## src/rtl/decode_cycle.sv

```systemverilog
// RV32I decode stage: register file with write-first bypass, control decode,
// immediate generation, load-use hazard detection and the ID/EX pipeline register.
module decode_cycle #(
    parameter int XLEN  = 32,
    parameter int NREGS = 32
) (
    input  logic            clk,
    input  logic            rst,
    input  logic [31:0]     InstrD,
    input  logic [XLEN-1:0] PCD,
    input  logic [XLEN-1:0] PCPlus4D,
    input  logic            RegWriteW,
    input  logic [4:0]      RdW,
    input  logic [XLEN-1:0] ResultW,
    input  logic            FlushE,
    output logic            LoadD,
    output logic            JalD,
    output logic            JalrD,
    output logic [XLEN-1:0] RD1E,
    output logic [XLEN-1:0] RD2E,
    output logic [XLEN-1:0] ImmE,
    output logic [XLEN-1:0] PCE,
    output logic [XLEN-1:0] PCPlus4E,
    output logic [4:0]      Rs1E,
    output logic [4:0]      Rs2E,
    output logic [4:0]      RdE,
    output logic [3:0]      ALUControlE,
    output logic            ALUSrcAE,
    output logic            ALUSrcBE,
    output logic            RegWriteE,
    output logic            MemWriteE,
    output logic            BranchE,
    output logic            JalE,
    output logic            JalrE,
    output logic [1:0]      ResultSrcE,
    output logic [2:0]      Funct3E
);

    localparam logic [6:0] OP_R      = 7'b0110011;
    localparam logic [6:0] OP_IALU   = 7'b0010011;
    localparam logic [6:0] OP_LOAD   = 7'b0000011;
    localparam logic [6:0] OP_STORE  = 7'b0100011;
    localparam logic [6:0] OP_BRANCH = 7'b1100011;
    localparam logic [6:0] OP_JAL    = 7'b1101111;
    localparam logic [6:0] OP_JALR   = 7'b1100111;
    localparam logic [6:0] OP_LUI    = 7'b0110111;
    localparam logic [6:0] OP_AUIPC  = 7'b0010111;

    localparam logic [3:0] ALU_ADD = 4'b0000, ALU_SUB = 4'b0001, ALU_AND = 4'b0010,
                           ALU_OR  = 4'b0011, ALU_XOR = 4'b0100, ALU_SLL = 4'b0101,
                           ALU_SRL = 4'b0110, ALU_SRA = 4'b0111, ALU_SLT = 4'b1000,
                           ALU_SLTU = 4'b1001, ALU_PASSB = 4'b1010;

    function automatic logic [3:0] aluOp(input logic [2:0] f3, input logic alt);
        case (f3)
            3'b000:  aluOp = alt ? ALU_SUB : ALU_ADD;
            3'b001:  aluOp = ALU_SLL;
            3'b010:  aluOp = ALU_SLT;
            3'b011:  aluOp = ALU_SLTU;
            3'b100:  aluOp = ALU_XOR;
            3'b101:  aluOp = alt ? ALU_SRA : ALU_SRL;
            3'b110:  aluOp = ALU_OR;
            default: aluOp = ALU_AND;
        endcase
    endfunction

    logic [6:0] opcode;
    logic [2:0] funct3;
    logic [4:0] rs1, rs2, rd;
    logic [XLEN-1:0] regs [NREGS];
    logic [XLEN-1:0] rd1, rd2;
    logic signed [XLEN-1:0] immD;
    logic regWriteD, memWriteD, branchD, aluSrcAD, aluSrcBD, useRs1, useRs2;
    logic [1:0] resultSrcD;
    logic [3:0] aluControlD;

    assign opcode = InstrD[6:0];
    assign funct3 = InstrD[14:12];
    assign rs1    = InstrD[19:15];
    assign rs2    = InstrD[24:20];
    assign rd     = InstrD[11:7];

    always_ff @(posedge clk or negedge rst) begin
        if (!rst) begin
            for (int i = 0; i < NREGS; i++) regs[i] <= '0;
        end else if (RegWriteW && RdW != 5'd0) begin
            regs[RdW] <= ResultW;
        end
    end

    // Same-cycle writeback wins over the stored value so no extra forwarding is needed here.
    assign rd1 = (rs1 == 5'd0) ? '0 : (RegWriteW && RdW == rs1) ? ResultW : regs[rs1];
    assign rd2 = (rs2 == 5'd0) ? '0 : (RegWriteW && RdW == rs2) ? ResultW : regs[rs2];

    always_comb begin
        regWriteD   = 1'b0;
        memWriteD   = 1'b0;
        branchD     = 1'b0;
        JalD        = 1'b0;
        JalrD       = 1'b0;
        aluSrcAD    = 1'b0;
        aluSrcBD    = 1'b0;
        resultSrcD  = 2'b00;
        aluControlD = ALU_ADD;
        useRs1      = 1'b0;
        useRs2      = 1'b0;
        immD        = '0;
        case (opcode)
            OP_R: begin
                regWriteD = 1'b1; useRs1 = 1'b1; useRs2 = 1'b1;
                aluControlD = aluOp(funct3, InstrD[30]);
            end
            OP_IALU: begin
                regWriteD = 1'b1; aluSrcBD = 1'b1; useRs1 = 1'b1;
                aluControlD = aluOp(funct3, (funct3 == 3'b101) && InstrD[30]);
                immD = {{(XLEN-12){InstrD[31]}}, InstrD[31:20]};
            end
            OP_LOAD: begin
                regWriteD = 1'b1; aluSrcBD = 1'b1; resultSrcD = 2'b01; useRs1 = 1'b1;
                immD = {{(XLEN-12){InstrD[31]}}, InstrD[31:20]};
            end
            OP_STORE: begin
                memWriteD = 1'b1; aluSrcBD = 1'b1; useRs1 = 1'b1; useRs2 = 1'b1;
                immD = {{(XLEN-12){InstrD[31]}}, InstrD[31:25], InstrD[11:7]};
            end
            OP_BRANCH: begin
                branchD = 1'b1; aluControlD = ALU_SUB; useRs1 = 1'b1; useRs2 = 1'b1;
                immD = {{(XLEN-12){InstrD[31]}}, InstrD[7], InstrD[30:25], InstrD[11:8], 1'b0};
            end
            OP_JAL: begin
                regWriteD = 1'b1; JalD = 1'b1; aluSrcAD = 1'b1; aluSrcBD = 1'b1;
                resultSrcD = 2'b10;
                immD = {{(XLEN-20){InstrD[31]}}, InstrD[19:12], InstrD[20], InstrD[30:21], 1'b0};
            end
            OP_JALR: begin
                regWriteD = 1'b1; JalrD = 1'b1; aluSrcBD = 1'b1; resultSrcD = 2'b10;
                useRs1 = 1'b1;
                immD = {{(XLEN-12){InstrD[31]}}, InstrD[31:20]};
            end
            OP_LUI: begin
                regWriteD = 1'b1; aluSrcBD = 1'b1; aluControlD = ALU_PASSB;
                immD = {{(XLEN-32){InstrD[31]}}, InstrD[31:12], 12'b0};
            end
            OP_AUIPC: begin
                regWriteD = 1'b1; aluSrcAD = 1'b1; aluSrcBD = 1'b1;
                immD = {{(XLEN-32){InstrD[31]}}, InstrD[31:12], 12'b0};
            end
            default: ;
        endcase
    end

    assign LoadD = (ResultSrcE == 2'b01) && (RdE != 5'd0) &&
                   ((useRs1 && rs1 == RdE) || (useRs2 && rs2 == RdE));

    // ID/EX pipeline register
    always_ff @(posedge clk or negedge rst) begin
        if (!rst) begin
            RD1E <= '0; RD2E <= '0; ImmE <= '0; PCE <= '0; PCPlus4E <= '0;
            Rs1E <= '0; Rs2E <= '0; RdE <= '0; Funct3E <= '0;
            RegWriteE <= 1'b0; MemWriteE <= 1'b0; BranchE <= 1'b0;
            JalE <= 1'b0; JalrE <= 1'b0; ResultSrcE <= 2'b00;
            ALUSrcAE <= 1'b0; ALUSrcBE <= 1'b0; ALUControlE <= 4'b0000;
        end else begin
            RD1E <= rd1; RD2E <= rd2; ImmE <= immD; PCE <= PCD; PCPlus4E <= PCPlus4D;
            Rs1E <= rs1; Rs2E <= rs2; RdE <= rd; Funct3E <= funct3;
            if (FlushE || LoadD) begin
                RegWriteE <= 1'b0; MemWriteE <= 1'b0; BranchE <= 1'b0;
                JalE <= 1'b0; JalrE <= 1'b0; ResultSrcE <= 2'b00;
                ALUSrcAE <= 1'b0; ALUSrcBE <= 1'b0; ALUControlE <= 4'b0000;
            end else begin
                RegWriteE <= regWriteD; MemWriteE <= memWriteD; BranchE <= branchD;
                JalE <= JalD; JalrE <= JalrD; ResultSrcE <= resultSrcD;
                ALUSrcAE <= aluSrcAD; ALUSrcBE <= aluSrcBD; ALUControlE <= aluControlD;
            end
        end
    end

endmodule

```

## config.mk

```make
export PLATFORM = sky130hd
export DESIGN_NAME = decode_cycle
export DESIGN_NICKNAME = d
export VERILOG_FILES = /design/src/rtl/decode_cycle.sv
export SDC_FILE = /design/constraint.sdc
export NUM_CORES = 2
export LEC_CHECK = 0
export ABC_AREA = 1
export BUFFER_PORTS_ARGS = -buffer_cell sky130_fd_sc_hd__buf_2
export CAP_MARGIN = 10
export CORE_MARGIN = 5
export CORE_UTILIZATION = 40
export DETAILED_ROUTE_END_ITERATION = 8
export PLACE_DENSITY_LB_ADDON = 0.12
export SYNTH_ARGS = -nofsm -noshare
export SYNTH_HDL_FRONTEND = slang
export SYNTH_SLANG_ARGS = --single-unit
export TNS_END_PERCENT = 5
```

## constraint.sdc

```tcl
create_clock -name clk -period 1.2 [get_ports clk]
set_input_delay 0.06 -clock clk [delete_from_list [all_inputs] [get_ports clk]]
set_output_delay 0.06 -clock clk [all_outputs]
set_load 0.01 [all_outputs]
```

Yosys cells after proc, flatten, opt, wreduce, memory -nomap -nowiden:

Cells that the tools add are included.

* equality and inequality tests: 20
* magnitude comparators: 4
* bitwise logic cells: 3
* reduce and logical (&&, ||, !) cells: 24
* multiplexer cells: 40

Operators by type and width (number)
* $bwmux 1024: 1
* $bmux 32 s5: 2
* $mux 32: 9
* $demux 32 s5: 1
* $pmux 32 s5: 1
* $pmux 4 s7: 2
* $eq 7x6->1 const B: 3
* $eq 7x7->1 const B: 3
* $eq 5x5->1: 4
* $mux 1: 20
* $ge 6x6->1 const B: 3
* $not 5->6: 3
* $pmux 4 s4: 1
* $eq 7x5->1 const B: 2
* $reduce_or 7->1: 2
* $logic_not 5->1: 2
* $reduce_bool 5->1: 2
* $eq 3x3->1 const B: 3
* $logic_and 1x1->1: 9
* $eq 7x2->1 const B: 1
* $eq 3x2->1 const B: 2
* $lt 6x1->1 const B: 1
* $reduce_or 2->1: 3
* $reduce_or 3->1: 2
* other kinds (8): 9

* register bits: 1215
* input port bits: 137
* word-level logic and storage cells: 141
* output and inout bits: 194

Logic depth before layout (Yosys ltp):

* depth after elaboration: 8
* mapped depth: 12
* mapped depth without buffers: 11

Worst setup path after synthesis:

No wires, ideal clock.

* path type: input port to flip-flop
* start: in InstrD[15]
* end: reg RD1E[16]
* setup slack: -0.233 ns
* arrival time: 1.300 ns
* cell stages on the path: 11
* path buffers: 4
* setup time: 0.133 ns
* required time: 1.067 ns
* cells stage by stage: buf_2 -> buf_2 -> buf_2 -> clkbuf_1 -> nand2_1 -> nand3_1 -> nand3_1 -> nand3_1 -> nand3_1 -> nand2_1 -> a21oi_1

* word-level cells in the longest chain between the ends: 6
* elaborated cells between the ends (all ways): 9
* those cells by class: eq/ne (1); mux (5); bitwise (1); reduce/logical (2)

Ends and longest elaborated chain
* start: declaration: line 9 `input logic [31:0] InstrD,`
* $not 5->6 (implied by the code): line 92 `assign rd1 = (rs1 == 5'd0) ? '0 : (RegWriteW && RdW == rs1) ? ResultW : regs[rs1];`
* $bmux 32 s5: line 92
* $mux 32 (implied by the code) (2 in series): line 92
* $mux 32: line 92
* $mux 32 *: line 92
* named net rd1[16]: line 71 `logic [XLEN-1:0] rd1, rd2;`
* end signal: assignment: line 158 `RD1E <= '0; RD2E <= '0; ImmE <= '0; PCE <= '0; PCPlus4E <= '0;`
* end signal: assignment: line 164 `RD1E <= rd1; RD2E <= rd2; ImmE <= immD; PCE <= PCD; PCPlus4E <= PCPlus4D;`
* end: declaration: line 19 `output logic [XLEN-1:0] RD1E,`

The timed path passes the listed nets; every way through them passes the cells marked *. The select of a mux whose other input is x is not followed.
A chain may end at the register's enable or synchronous reset.

Final worst setup path:

* start: reg RdE[1]
* end: out LoadD

* word-level cells in the longest chain between the ends: 4
* elaborated cells between the ends (all ways): 8
* those cells by class: eq/ne (2); reduce/logical (6)

Ends and longest elaborated chain
* start: declaration: line 26 `output logic [4:0] RdE,`
* start signal: assignment: line 165 `Rs1E <= rs1; Rs2E <= rs2; RdE <= rd; Funct3E <= funct3;`
* $eq 5x5->1: line 153 `((useRs1 && rs1 == RdE) || (useRs2 && rs2 == RdE));`
* $logic_and 1x1->1: line 153
* $logic_or 1x1->1: line 153
* $logic_and 1x1->1 *: line 152 `assign LoadD = (ResultSrcE == 2'b01) && (RdE != 5'd0) &&`
* end: declaration: line 16 `output logic LoadD,`

Mark *: on every way between the ends. The rest lies on a longest branch, timed or not.

==> results_dict.tcl <==
set metrics [dict create \
    status "complete, but fails checks" \
    failed_checks "hold timing, setup timing" \
    cts-root-buf "clkbuf_16" \
    hold_end "JalE$_DFF_PN0_" \
    grt_pass1_vias 62300 \
    drive_gt1_share_pct 18.8 \
    ant_nets 0 \
    synth.area.top_cells "dfrtp_1 (47%), nand2_1 (16%), o21ai_0 (9.9%), nand3_1 (9.8%), inv_1 (5.1%)" \
    crit_required_ns 1.14 \
    dr.first_iter.drc_count 7526 \
    path_cells "buf_4 -> buf_6 -> nor2_1 -> nand3_1 -> nand3b_1 -> nor2_1 -> nand2_2 -> buf_6 -> inv_2 -> buf_6" \
    p_leak_nw 40.9 \
    r2r_cells 9 \
    synth_area_per_cell_sq_um 7.17 \
    gp_congestion 0.900 \
    skew_ns 0.0303 \
    postRouteWirelength_um 269000 \
    relSlewSlack_pct 53.6 \
    fp.dieH_um 411 \
    synthMuxAreaShare_pct 0 \
    io_pins 331 \
    syn2layout_area_growth_pct 31.1 \
    yosysWarningCount 0 \
    whs_ns -0.185 \
    netlist_area_sq_mm 0.0644 \
    crit_fanout 3 \
    start_kind "register" \
    syn-num-nets 9109 \
    setup_viol 253 \
    max_cap_viol_count 0 \
    synth_fa_ha_area_share_pct 0 \
    reg2reg_from "RdE[1]$_DFF_PN0_" \
    irDropWorstVdd_mv 1.52 \
    cts.sinks 1215 \
    fin_crit_sh_pct 180 \
    cpMaxStageDelayCell "dfrtp_1" \
    dp_slack_ns -0.514 \
    vias 65400 \
    final_max_slew_viol_count 0 \
    initial_utilization_pct 40.2 \
    cts_made_buffers 146 \
    timing.setup.tns_ns -41.17 \
    ys_seq_elements 1215 \
    gr-usage-all-layers_pct 31.2 \
    worstSetupPathType "register to output port" \
    synth.top_cell.area_share_pct 47.2 \
    clk_path_buf_depth 3 \
    grt_max_degree 76 \
    synth-compound-area-share_pct 14.7 \
    yosys.area_share.simple_pct 28.3 \
    first_pass_iters 6 \
    hold_path_depth 6 \
    max_clock_freq_mhz 462 \
    cts_tree "done" \
    syn_inst 8972 \
    dpl.hpwl_um 176000 \
    clock_latency_ns 0.81 \
    rr_endpoint "ResultSrcE[0]$_DFF_PN0_" \
    worstMarginPinSlew_ns 0.696 \
    period_needed_ns 2.17 \
    rsz0062_at_grt "yes" \
    synthXorXnorAreaFrac_pct 0.122 \
    post-route-drc-count 0 \
    die_w_um 411 \
    drt-wirelength-per-cell_um 22.4 \
    placementRows 147 \
    htreeDepth 4 \
    antenna_found_initial 8 \
    synth_top_area_cell "dfrtp_1" \
    grt_pass1_wl_um 403000 \
    utilization_pct 52.7 \
    overflow 0 \
    hold_path.class "primary input to register" \
    postLayoutSetupSlackWorst_ns -0.965 \
    slowest_delay_ns 0.41 \
    vias_per_cell 5.45 \
    yosysUniqueCellTypes 32 \
    finalNetCount 9862 \
    synth_top_family_by_area "simple AND/OR/NAND/NOR gates" \
    fp.coreArea_sq_mm 0.160 \
    cp-end-kind "output port" \
    crit_top_cell "buf_6" \
    r2r_slack_ns -0.31 \
    hold_viol 5 \
    ys_seq_area_share_pct 47.2 \
    clkTransAtPathRegs_ns 0.06 \
    crit_arrival_ns 2.11 \
    holdCritStartpoint "InstrD[2]" \
    portBuffers 330 \
    die_area_sq_mm 0.169 \
    power_density_mw_per_mm2 1500 \
]
registers in the layout (all words and copies together) (netlist names), 2 cells and up:
signal       flops
ALUControlE      4
Funct3E          3
ImmE            32
PCE             32
PCPlus4E        32
RD1E            32
RD2E            32
RdE              5
ResultSrcE       2
Rs1E             5
Rs2E             5
regs          1024
cells by family after synthesis:
kind of cell              after synthesis
buffers and inverters                1621
xor gates and xnor gates                9
DFF                                  1215
and+or+nand+nor                      4337
AOI/OAI and AO/OA                    1790
area by class of cell:
| type | count | area (sq um) |
|---|---|---|
| diodes | 2 | 5.00 |
| clock buffers | 204 | 4210 |
| clock inverters | 58 | 841 |
| fillers | 15300 | 75800 |
| inverters | 881 | 3360 |
| multi-input cells | 6136 | 29100 |
| flip-flops and latches | 1215 | 30400 |
| well taps | 2160 | 2700 |
| repair buffers | 1345 | 13700 |
per-stage QoR:
stage | cells | area [sq um] | power, mW
3_3_place_gp | 11500 | 75300 | 77.4
3_5_place_dp | 11500 | 75300 | 78.0
6_report | 12000 | 84400 | 127
2_1_floorplan | 8972 | 65100 | 67.3
5_1_grt | 12000 | 84400 | 133
4_1_cts | 12000 | 83100 | 126
critical path, delay by kind of cell (launching register included):
family / cells / cell delay (ns)
flops: 1 / 0.41
simple gates: 5 / 0.43
buf+inv: 5 / 0.49
report_power, final:
part | internal [mW] | total (mW) | leakage, nW | switching (mW)
combinational | 11.4 | 27.2 | 23.0 | 15.8
clock | 27.7 | 47.0 | 2.48 | 19.2
sequential | 47.9 | 52.6 | 15.4 | 4.68
cells in the mapped netlist (all sizes together):
cell type	n
nand2	2710
o21ai	1319
nand3	1257
dfrtp	1215
inv	877
clkbuf	546
nor2	281
a21oi	267
buf	194
o211ai	192
or2	63
nor3	17
o22ai	8
xor2	7
nand4	6
clkinv	4
xnor2	2
a211oi	1
a21boi	1
a31oi	1
and3	1
nand3b	1
nor4	1
o21bai	1
layer usage:
metal	share of wire [%]	up-vias	track usage [%]
met5	0.010	-	0
met3	8.1	556	5.08
met4	3.8	4	11.1
met1	44	31600	44.7
met2	44	2890	47.8
li1	-	30400	-
timing repair:
action | 4_1_cts | 5_1_grt
hold endpoints to repair | 2372 | 113
endpoints found under the setup margin | 261 | 1549
gates resized for setup | 163 | 365
setup buffers | 0 | 46
pin swaps | 59 | 214
hold buffers | 215 | 6
placed cells by master, fill, tap and decap left out, types with 5 or more instances in the layout:
master | synthesis | final
o211ai_1 | 192 | 192
clkinvlp_4 | 0 | 5
or2_4 | 0 | 25
bufinv_16 | 0 | 14
nand3_2 | 0 | 91
o21ai_0 | 1274 | 1133
inv_1 | 873 | 812
nor2_4 | 4 | 12
inv_6 | 0 | 8
clkbuf_16 | 0 | 148
nor2_2 | 0 | 29
a21oi_2 | 0 | 87
dlygate4sd3_1 | 0 | 212
nor3_2 | 8 | 9
o21ai_2 | 0 | 13
xor2_1 | 7 | 7
clkbuf_1 | 546 | 26
a21oi_1 | 267 | 179
nor2_1 | 277 | 240
nand4_1 | 6 | 6
nand2_2 | 15 | 68
clkinv_2 | 0 | 26
nand2_4 | 0 | 19
dfrtp_2 | 0 | 11
o21ai_1 | 45 | 172
nand2_1 | 2695 | 2623
buf_2 | 106 | 254
or2_2 | 63 | 38
dfrtp_1 | 1215 | 1204
nand3_1 | 1257 | 1164
inv_2 | 4 | 58
buf_6 | 0 | 77
o22ai_1 | 8 | 8
buf_4 | 1 | 520
buf_12 | 0 | 274
clkbuf_8 | 0 | 31
worst max-delay path by stage:
stage                startpoint              endpoint  slack (ns)  cells after the start
6_report       RdE[1]$_DFF_PN0_                 LoadD       -0.97                     10
5_1_grt        RdE[1]$_DFF_PN0_                 LoadD       -1.05                      8
3_3_place_gp         InstrD[15]    RD1E[22]$_DFF_PN0_       -0.53                     11
4_1_cts        RdE[0]$_DFF_PN0_                 LoadD        -1.0                      9
3_5_place_dp         InstrD[15]    RD1E[22]$_DFF_PN0_       -0.51                     11
2_1_floorplan            RdW[1]  regs[33]$_DFFE_PN0P_       -0.08                      7
Power figures use the tool's default switching activity.
